`src/rtl/esdi_pkg.sv`:
```
// rtl/esdi_pkg.sv - shared ESDI serial channel types, constants and parity helper
package esdi_pkg;

  localparam int ESDI_FRAME_BITS = 17;

  typedef enum logic [3:0] {
    IDLE,
    CMD_REQ,
    CMD_ACK,
    CHECK,
    DISPATCH,
    RSP_WAIT,
    ST_REQ,
    ST_SETUP,
    ST_ACK,
    DONE
  } esdi_state_e;

  // Parity bit that makes the 17-bit frame carry an odd number of ones.
  function automatic logic odd_parity(input logic [15:0] d);
    return ~^d;
  endfunction

endpackage

```
`src/rtl/esdi_sync.sv`:
```
// rtl/esdi_sync.sv - N-flop synchronizer for asynchronous ESDI inputs
module esdi_sync #(
  parameter int N = 2
) (
  input  logic csr_aclk,
  input  logic csr_areset,
  input  logic d,
  output logic q
);

  logic [N-1:0] ff;

  always_ff @(posedge csr_aclk or posedge csr_areset) begin
    if (csr_areset) ff <= '0;
    else            ff <= {ff[N-2:0], d};
  end

  assign q = ff[N-1];

endmodule

```
`src/rtl/esdi_drive_cmd_responder.sv`:
```
// rtl/esdi_drive_cmd_responder.sv - drive-side ESDI serial command receiver and status transmitter
module esdi_drive_cmd_responder
  import esdi_pkg::*;
#(
  parameter int SYNC_STAGES = 2,
  parameter int DATA_SETUP  = 6,
  parameter int BIT_TIMEOUT = 1_000_000
) (
  input  logic        csr_aclk,
  input  logic        csr_areset,
  input  logic        esdi_transfer_req,
  input  logic        esdi_command_data,
  output logic        esdi_transfer_ack,
  output logic        esdi_confstat_data,
  output logic        esdi_command_complete,
  output logic        esdi_attention,
  output logic        cmd_valid,
  input  logic        cmd_ready,
  output logic [15:0] cmd_data,
  input  logic        rsp_valid,
  output logic        rsp_ready,
  input  logic [15:0] rsp_data,
  input  logic        rsp_last,
  input  logic        rsp_nodata,
  input  logic        rsp_attention,
  output logic        parity_err,
  output logic        frame_timeout
);

  localparam int TW = $clog2(BIT_TIMEOUT + 1);
  localparam int SW = $clog2(DATA_SETUP + 1);
  localparam logic [4:0] LAST_BIT = 5'(ESDI_FRAME_BITS - 1);

  esdi_state_e state, state_nxt;
  logic        req_s, data_s, req_q;
  logic [16:0] cmd_shift, st_word;
  logic [4:0]  bit_cnt;
  logic [SW-1:0] setup_cnt;
  logic [TW-1:0] to_cnt;
  logic        last_q, rsp_att_q;

  logic ack_nxt, confstat_nxt, cc_nxt, attention_nxt;
  logic cmd_valid_nxt, rsp_ready_nxt, parity_err_nxt, frame_timeout_nxt;

  esdi_sync #(.N(SYNC_STAGES)) u_sync_req (
    .csr_aclk(csr_aclk), .csr_areset(csr_areset), .d(esdi_transfer_req), .q(req_s)
  );
  esdi_sync #(.N(SYNC_STAGES)) u_sync_data (
    .csr_aclk(csr_aclk), .csr_areset(csr_areset), .d(esdi_command_data), .q(data_s)
  );

  logic req_edge, rsp_fire, parity_ok, timed_chk, timed_cnt, timeout;
  assign req_edge  = req_s ^ req_q;
  assign rsp_fire  = rsp_valid && rsp_ready;
  assign parity_ok = ^cmd_shift;
  assign timed_chk = (state == CMD_REQ) || (state == CMD_ACK) ||
                     (state == ST_REQ)  || (state == ST_ACK);
  // The setup hold keeps counting so a stalled host is still measured from its req edge.
  assign timed_cnt = timed_chk || (state == ST_SETUP);
  assign timeout   = timed_chk && (to_cnt == TW'(BIT_TIMEOUT));
  assign cmd_data  = cmd_shift[16:1];

  always_ff @(posedge csr_aclk or posedge csr_areset) begin
    if (csr_areset) begin
      state     <= IDLE;
      req_q     <= 1'b0;
      cmd_shift <= '0;
      st_word   <= '0;
      bit_cnt   <= '0;
      setup_cnt <= '0;
      to_cnt    <= '0;
      last_q    <= 1'b0;
      rsp_att_q <= 1'b0;
    end else begin
      state  <= state_nxt;
      req_q  <= req_s;
      to_cnt <= (timed_cnt && !req_edge) ? to_cnt + 1'b1 : '0;
      case (state)
        IDLE: begin
          bit_cnt <= '0;
          if (req_s) begin
            cmd_shift <= {cmd_shift[15:0], data_s};
            rsp_att_q <= 1'b0;
          end
        end
        CMD_REQ: if (req_s) cmd_shift <= {cmd_shift[15:0], data_s};
        CMD_ACK: if (!req_s && bit_cnt != LAST_BIT) bit_cnt <= bit_cnt + 1'b1;
        RSP_WAIT: if (rsp_fire) begin
          last_q  <= rsp_last;
          bit_cnt <= '0;
          st_word <= {rsp_data, odd_parity(rsp_data)};
          if (rsp_nodata || rsp_last) rsp_att_q <= rsp_attention;
        end
        ST_REQ:   setup_cnt <= '0;
        ST_SETUP: setup_cnt <= setup_cnt + 1'b1;
        ST_ACK: if (!req_s) begin
          st_word <= {st_word[15:0], 1'b0};
          if (bit_cnt != LAST_BIT) bit_cnt <= bit_cnt + 1'b1;
        end
        default: ;
      endcase
    end
  end

  always_comb begin
    state_nxt = state;
    case (state)
      IDLE:     if (req_s) state_nxt = CMD_ACK;
      CMD_REQ:  if (req_s) state_nxt = CMD_ACK;
      CMD_ACK:  if (!req_s) state_nxt = (bit_cnt == LAST_BIT) ? CHECK : CMD_REQ;
      CHECK:    state_nxt = parity_ok ? DISPATCH : DONE;
      DISPATCH: if (cmd_ready) state_nxt = RSP_WAIT;
      RSP_WAIT: if (rsp_fire) state_nxt = rsp_nodata ? DONE : ST_REQ;
      ST_REQ:   if (req_s) state_nxt = ST_SETUP;
      ST_SETUP: if (setup_cnt == SW'(DATA_SETUP - 1)) state_nxt = ST_ACK;
      ST_ACK:   if (!req_s) state_nxt = (bit_cnt != LAST_BIT) ? ST_REQ :
                                        (last_q ? DONE : RSP_WAIT);
      DONE:     state_nxt = IDLE;
      default:  state_nxt = IDLE;
    endcase
    if (timeout) state_nxt = IDLE;
  end

  // Outputs are decoded from the next state so each one leaves a flop.
  always_comb begin
    ack_nxt           = (state_nxt == CMD_ACK) || (state_nxt == ST_ACK);
    cc_nxt            = (state_nxt == IDLE);
    cmd_valid_nxt     = (state_nxt == DISPATCH);
    rsp_ready_nxt     = (state_nxt == RSP_WAIT);
    parity_err_nxt    = (state == CHECK) && !parity_ok;
    frame_timeout_nxt = timeout;

    confstat_nxt = esdi_confstat_data;
    if (state == ST_REQ && req_s) confstat_nxt = st_word[16];
    if (state_nxt == IDLE)        confstat_nxt = 1'b0;

    attention_nxt = esdi_attention;
    if (state == IDLE && req_s) attention_nxt = 1'b0;
    if (parity_err_nxt)         attention_nxt = 1'b1;
    if (state == DONE)          attention_nxt = esdi_attention | rsp_att_q;
    if (timeout)                attention_nxt = 1'b1;
  end

  always_ff @(posedge csr_aclk or posedge csr_areset) begin
    if (csr_areset) begin
      esdi_transfer_ack     <= 1'b0;
      esdi_confstat_data    <= 1'b0;
      esdi_command_complete <= 1'b1;
      esdi_attention        <= 1'b0;
      cmd_valid             <= 1'b0;
      rsp_ready             <= 1'b0;
      parity_err            <= 1'b0;
      frame_timeout         <= 1'b0;
    end else begin
      esdi_transfer_ack     <= ack_nxt;
      esdi_confstat_data    <= confstat_nxt;
      esdi_command_complete <= cc_nxt;
      esdi_attention        <= attention_nxt;
      cmd_valid             <= cmd_valid_nxt;
      rsp_ready             <= rsp_ready_nxt;
      parity_err            <= parity_err_nxt;
      frame_timeout         <= frame_timeout_nxt;
    end
  end

endmodule

```
`config.mk`:
```
export PLATFORM = sky130hd
export DESIGN_NAME = esdi_drive_cmd_responder
export DESIGN_NICKNAME = d
export VERILOG_FILES = /design/src/rtl/esdi_pkg.sv /design/src/rtl/esdi_sync.sv /design/src/rtl/esdi_drive_cmd_responder.sv
export SDC_FILE = /design/constraint.sdc
export NUM_CORES = 1
export LEC_CHECK = 0
export CAP_MARGIN = 10
export CORE_MARGIN = 2
export CORE_UTILIZATION = 45
export CTS_CLUSTER_SIZE = 8
export DETAILED_ROUTE_END_ITERATION = 8
export PLACE_DENSITY = 0.67
export SYNTH_ARGS = -nofsm -noshare
export SYNTH_HDL_FRONTEND = slang
export SYNTH_SLANG_ARGS = --single-unit
export TNS_END_PERCENT = 50
```
`constraint.sdc`:
```
create_clock -name csr_aclk -period 4.7 [get_ports csr_aclk]
set_input_delay 0.94 -clock csr_aclk [delete_from_list [all_inputs] [get_ports csr_aclk]]
set_output_delay 0.94 -clock csr_aclk [all_outputs]
set_load 0.01 [all_outputs]
```
==> results.yml, run 1 <==
power:
  p_seq_frac: 0.388
  swShare: 0.3575
  powerDensity_nw_per_um2: 578.2
  finalPower_mw: 2.886
  clkPwrFrac: 0.195
  peakVddDrop_v: 0.0002902
  internal-power_mw: 1.854
  p_leak_nw: 2.023
  pwr-share-comb: 0.416
  p_switching_mw: 1.032
floorplanning:
  rows: 35
  initial_utilization: 0.4656
  fp.dieW_um: 102.0
  die-height_um: 102.0
  fp.dieArea_um2: 10410
  core-area_um2: 9284
  io_pins: 49
cells_and_area:
  most-common-layout-cells: "dfrtp_1, nand2_1, clkdlybuf4s50_1, nor2_1, xnor2_1"
  final_common_cell: "dfrtp_1"
  nFillCells: 867
  fin_area_um2: 4991
  fin_nets: 491
  area_growth_pct: 15.46
  drive_gt1_frac: 0.1161
  n_antenna_cell: 0
  final_cells: 594
  utilization: 0.5376
sta:
  fmax_mhz: 416.7
  hold_viol: 0
  rsz0062_at_grt: "false"
  fin_crit_ps: 2400
  worstMarginPinSlew_ps: 997.2
  fin_ws_ps: 2300
  fin_skew_ps: 12.82
  setup_viol: 0
  slew_headroom: 0.3344
  finalHoldWorstSlack_ps: 354.5
  fin_crit_sh: 0.5107
  final.setup.tns_ps: 0
  report.final.slew_viol_count: 0
yosys:
  synth_edf_count: 0
  avgSynthCellArea_um2: 10.05
  async_flop_share: 1.000
  ys_seq_area_frac: 0.4692
  synth_nets: 461
  synth_cells: 430
  ys_types: 59
  ys.flop_type: "dfrtp_1"
  ys_ff_latch: 81
  syn_area_um2: 4323
  yosys_warnings: 0
clocking:
  post-cts-setup-buffers: 0
  ctsResizeCount: 0
  htree_levels: 3
  clk_pin_slew_worst_paths_ps: 90
  cts.sinks: 81
  clockBufferDepth: 2
  cts_tree: "done"
  cts_root_buffer: "clkbuf_8"
  cts_hold_buffers: 0
  cts_inserted_buffers: 9
  clk-insertion-delay-late_ps: 350
setup_path:
  timing.critical_path.to_type: "register"
  r2r_setup_slack_ps: 2300
  critPathTopFamily: "simple AND/OR/NAND/NOR gates"
  crit_chain: "nor4b_4 -> nand3_1 -> o221ai_1 -> nor3_1 -> a31o_1 -> and2_1"
  crit_slowest_cell: "nor4b_4"
  r2r_start: "state[1]$_DFF_PP0_"
  rr_worst_depth: 6
  cp.arrival_ps: 2690
  critical_path.max_stage_delay_ps: 900
  cp-start-kind: "register"
  cp_num_buf_inv: 0
  crit_cells: 6
  crit_fanout: 18
  required_ps: 4990
  path_class: "register to register"
  rr_endpoint: "esdi_command_complete$_DFF_PP1_"
min_path:
  hold_path_end: "u_sync_req.ff[1]$_DFF_PP0_"
  min_from: "u_sync_req.ff[0]$_DFF_PP0_"
  hp-class: "register to register"
  hold_depth: 0
global_route:
  grtUsageMet2: 0.2778
  met1_usage: 0.2282
  overflow: 0
  top_usage_layer: "met2"
  antenna_found_initial: 0
  grt_pass1_vias: 2986
  met3_usage: 0.03967
  grt_max_degree: 58
  track_usage: 0.1709
  grt_pass1_wl_mm: 13.94
flow_run:
  cap_violations: 0
routing:
  drc: 0
  ant_nets: 0
  via_count: 3097
  routed_via_density: 5.214
  dr.pass1.iters: 4
  post_drt_wl_per_cell_um: 14.14
  drt-total-wl_mm: 8.402
  drt-initial-drc-count: 112
placed_design:
  pre_cts_slack_ps: 1997
  post_dp_cell_area_um2: 4772
  place_hpwl_mm: 5.900
  io_buffers: 48
  place_congestion: 0.8696
  dpl.cell_count: 578
outcome:
  status: "completed"
## layout make-up
cell class	instances	area, µm²	area share
tap	129	161.4	0.03234
clock buffer	10	127.6	0.02557
sequential	81	2028	0.4064
timing repair buffer	50	495.5	0.09927
inverter	15	57.56	0.01153
multi-input combinational	303	2029	0.4066
clock inverter	6	91.34	0.01830
## flip-flops by register name, indices dropped and copies added, names as in the netlist, 2 cells and up
name and count:
cmd_shift 17, bit_cnt 5, state 4, setup_cnt 3, to_cnt 20, st_word 17, u_sync_req.ff 2, u_sync_data.ff 2
## power groups by stage
| stage | logic, mW | clock network [mW] | registers, mW |
|---|---|---|---|
| final | 1.20 | 0.564 | 1.12 |
| after global routing | 1.31 | 0.606 | 1.15 |
| after CTS | 1.22 | 0.581 | 1.12 |
| after detailed placement | 1.20 | 0 | 1.13 |
| after global placement | 1.18 | 0 | 1.12 |
| after floorplan | 1.01 | 0 | 1.05 |
## cell usage after synthesis, types with 7 or more instances
| master | instances | area [µm²] |
|---|---|---|
| dfrtp_1 | 80 | 2002 |
| nand2_1 | 59 | 221.5 |
| nor2_1 | 44 | 165.2 |
| xnor2_1 | 35 | 306.5 |
| buf_4 | 20 | 150.1 |
| a31oi_1 | 18 | 112.6 |
| mux2_2 | 18 | 202.7 |
| xor2_1 | 16 | 140.1 |
| inv_1 | 15 | 56.30 |
| nand3_1 | 15 | 75.07 |
| o21ai_0 | 11 | 55.05 |
| buf_2 | 7 | 35.03 |
## how the worst max path moves through the flow
stage | slack (ps) | end | start
after floorplan | 1680 | bit_cnt[0]$_DFFE_PP0P_ | csr_areset
after global placement | 2050 | esdi_command_complete$_DFF_PP1_ | rsp_nodata
after detailed placement | 2000 | esdi_confstat_data$_DFFE_PP0P_ | rsp_nodata
after CTS | 2300 | st_word[9]$_DFFE_PP0P_ | state[1]$_DFF_PP0_
after global routing | 2090 | st_word[9]$_DFFE_PP0P_ | state[1]$_DFF_PP0_
final | 2300 | esdi_command_complete$_DFF_PP1_ | state[1]$_DFF_PP0_
## kinds of logic (layout without fill, tap and decap cells)
kind of cell,Yosys count,in the layout,share of synthesized area
AOI/OAI and AO/OA,55,55,0.09118
xor gates and xnor gates,52,52,0.1085
adders and majority gates,7,7,0.01968
buffers and inverters,46,81,0.06281
DFF,81,81,0.4692
muxes,21,21,0.05383
and+or+nand+nor,168,168,0.1948
## worst reg2reg max path, delay by kind of cell (launching register included)
| kind | cells | cell delay [ps] |
|---|---|---|
| DFF | 1 | 620 |
| and+or+nand+nor | 4 | 1360 |
| AOI/OAI and AO/OA | 2 | 370 |
## routing by layer
metal,share of wire,wire [µm]
met5,0,0
met4,0.012,97
met3,0.038,320
met2,0.47,3928
met1,0.48,4055
Power figures use the tool's default switching activity.
==> inputs of run 2 (changes only) <==
==> constraint.sdc (replaced) <==
create_clock -name csr_aclk -period 2.5 [get_ports csr_aclk]
set_input_delay 0.5 -clock csr_aclk [delete_from_list [all_inputs] [get_ports csr_aclk]]
set_output_delay 0.5 -clock csr_aclk [all_outputs]
set_load 0.01 [all_outputs]
==> results.yml, run 2 (synthesis gave the netlist of run 1 again) <==
cells_and_area:
  n_antenna_cell: 0
  largest_register_ff_count: 20
  fin_area_um2: 5036
  final_common_cell: "dfrtp_1"
  top_register: "to_cnt"
  most-common-layout-cells: "dfrtp_1, nand2_1, clkdlybuf4s50_1, nor2_1, xnor2_1"
  utilization: 0.5425
  reg_top3: "to_cnt (20), cmd_shift (17), st_word (17)"
  area_growth_pct: 16.50
  drive_gt1_frac: 0.1274
  fin_nets: 497
floorplanning:
  die-height_um: 102.0
  initial_utilization: 0.4656
  fp.dieArea_um2: 10410
  core-area_um2: 9284
  rows: 35
  io_pins: 49
  fp.dieW_um: 102.0
sta:
  report.final.slew_viol_count: 0
  fin_skew_ps: 5.833
  slew_headroom: 0.5147
  fmax_mhz: 454.8
  setup_viol: 0
  fin_crit_ps: 2199
  worstMarginPinSlew_ps: 725.1
  finalHoldWorstSlack_ps: 357.4
  fin_crit_sh: 0.8796
  rsz0062_at_grt: "false"
  final.setup.tns_ps: 0
  hold_viol: 0
clocking:
  post-cts-setup-buffers: 0
  clk-insertion-delay-late_ps: 350
  cts.sinks: 81
  cts_tree: "done"
  ctsResizeCount: 0
  htree_levels: 3
  cts_root_buffer: "clkbuf_8"
  clockBufferDepth: 2
  cts_inserted_buffers: 9
  clk_pin_slew_worst_paths_ps: 90
  cts_hold_buffers: 0
setup_path:
  path_class: "register to register"
  crit_chain: "or4b_4 -> o21ai_4 -> nor2_1 -> a31oi_1"
  timing.critical_path.to_type: "register"
  required_ps: 2770
  cp-start-kind: "register"
  cp.arrival_ps: 2470
  crit_fanout: 33
  crit_slowest_cell: "or4b_4"
  critical_path.max_stage_delay_ps: 700
power:
  peakVddDrop_v: 0.0005612
  finalPower_mw: 5.400
  powerDensity_nw_per_um2: 1072
  p_leak_nw: 2.040
routing:
  via_count: 3096
  drc: 0
  ant_nets: 0
  drt-total-wl_mm: 8.274
  post_drt_wl_per_cell_um: 13.79
  routed_via_density: 5.160
  drt-initial-drc-count: 94
  dr.pass1.iters: 4
global_route:
  antenna_found_initial: 0
  grt_max_degree: 49
  grt_pass1_vias: 3007
  track_usage: 0.1749
  overflow: 0
  grt_pass1_wl_mm: 14.41
placed_design:
  place_congestion: 0.9011
  io_buffers: 48
  post_dp_cell_area_um2: 4832
  place_hpwl_mm: 5.862
min_path:
  hp-class: "register to register"
outcome:
  status: "completed"
flow_run:
  cap_violations: 0
[run 2: changes by cell type in the layout (fill, tap and decap cells not counted)]
cell	delta
clkbuf_8	+1
bufinv_16	-1
buf_12	+1
clkinv_4	-2
buf_4	+5
inv_6	+1
clkinvlp_4	+3
clkinv_2	-2
[run 2: per-stage QoR]
step	instances	setup slack (ps)
2_1_floorplan	430	432.3
3_3_place_gp	584	282.6
3_5_place_dp	584	218.7
4_1_cts	600	310.3
5_1_grt	600	117.9
6_report	600	301.1
[run 2: power by group]
| group | internal, mW | switching, mW |
|---|---|---|
| Combinational | 1.25 | 1.13 |
| Sequential | 1.70 | 0.330 |
| Clock | 0.497 | 0.494 |
| Total | 3.45 | 1.95 |
[run 2: worst max-delay path, delay by kind of cell, from the launching register on]
family / cells / cell delay (ps)
DFF: 1 / 520
AOI/OAI and AO/OA: 2 / 800
and+or+nand+nor: 2 / 790
[run 2: worst paths after layout]
kind	startpoint	endpoint	slack, ps	cells after the start
hold reg to reg	u_sync_req.ff[0]$_DFF_PP0_	u_sync_req.ff[1]$_DFF_PP0_	360	0
setup reg to reg	state[2]$_DFF_PP0_	st_word[15]$_DFFE_PP0P_	300	4
min in group asynchronous	csr_areset	cmd_shift[4]$_DFFE_PP0P_	540	2
max in group asynchronous	csr_areset	st_word[10]$_DFFE_PP0P_	1350	3
hold / removal	u_sync_req.ff[0]$_DFF_PP0_	u_sync_req.ff[1]$_DFF_PP0_	360	0
setup / recovery	state[2]$_DFF_PP0_	st_word[15]$_DFFE_PP0P_	300	4
[run 2: cell type report]
type	instances	area (µm²)
multi-input combinational	303	2029
clock buffer	11	141.4
sequential	81	2028
fill	875	4248
timing repair buffer	56	553.0
tap	129	161.4
clock inverter	5	62.56
inverter	15	60.06
[run 2: metal layers]
layer  up-vias  GRT usage  part of all wire
met5         -          0                 0
met2        54     0.2672              0.45
met1      1509     0.2505              0.50
li1       1523          -                 -
met4         0    0.04923             0.013
met3        10    0.04104             0.036
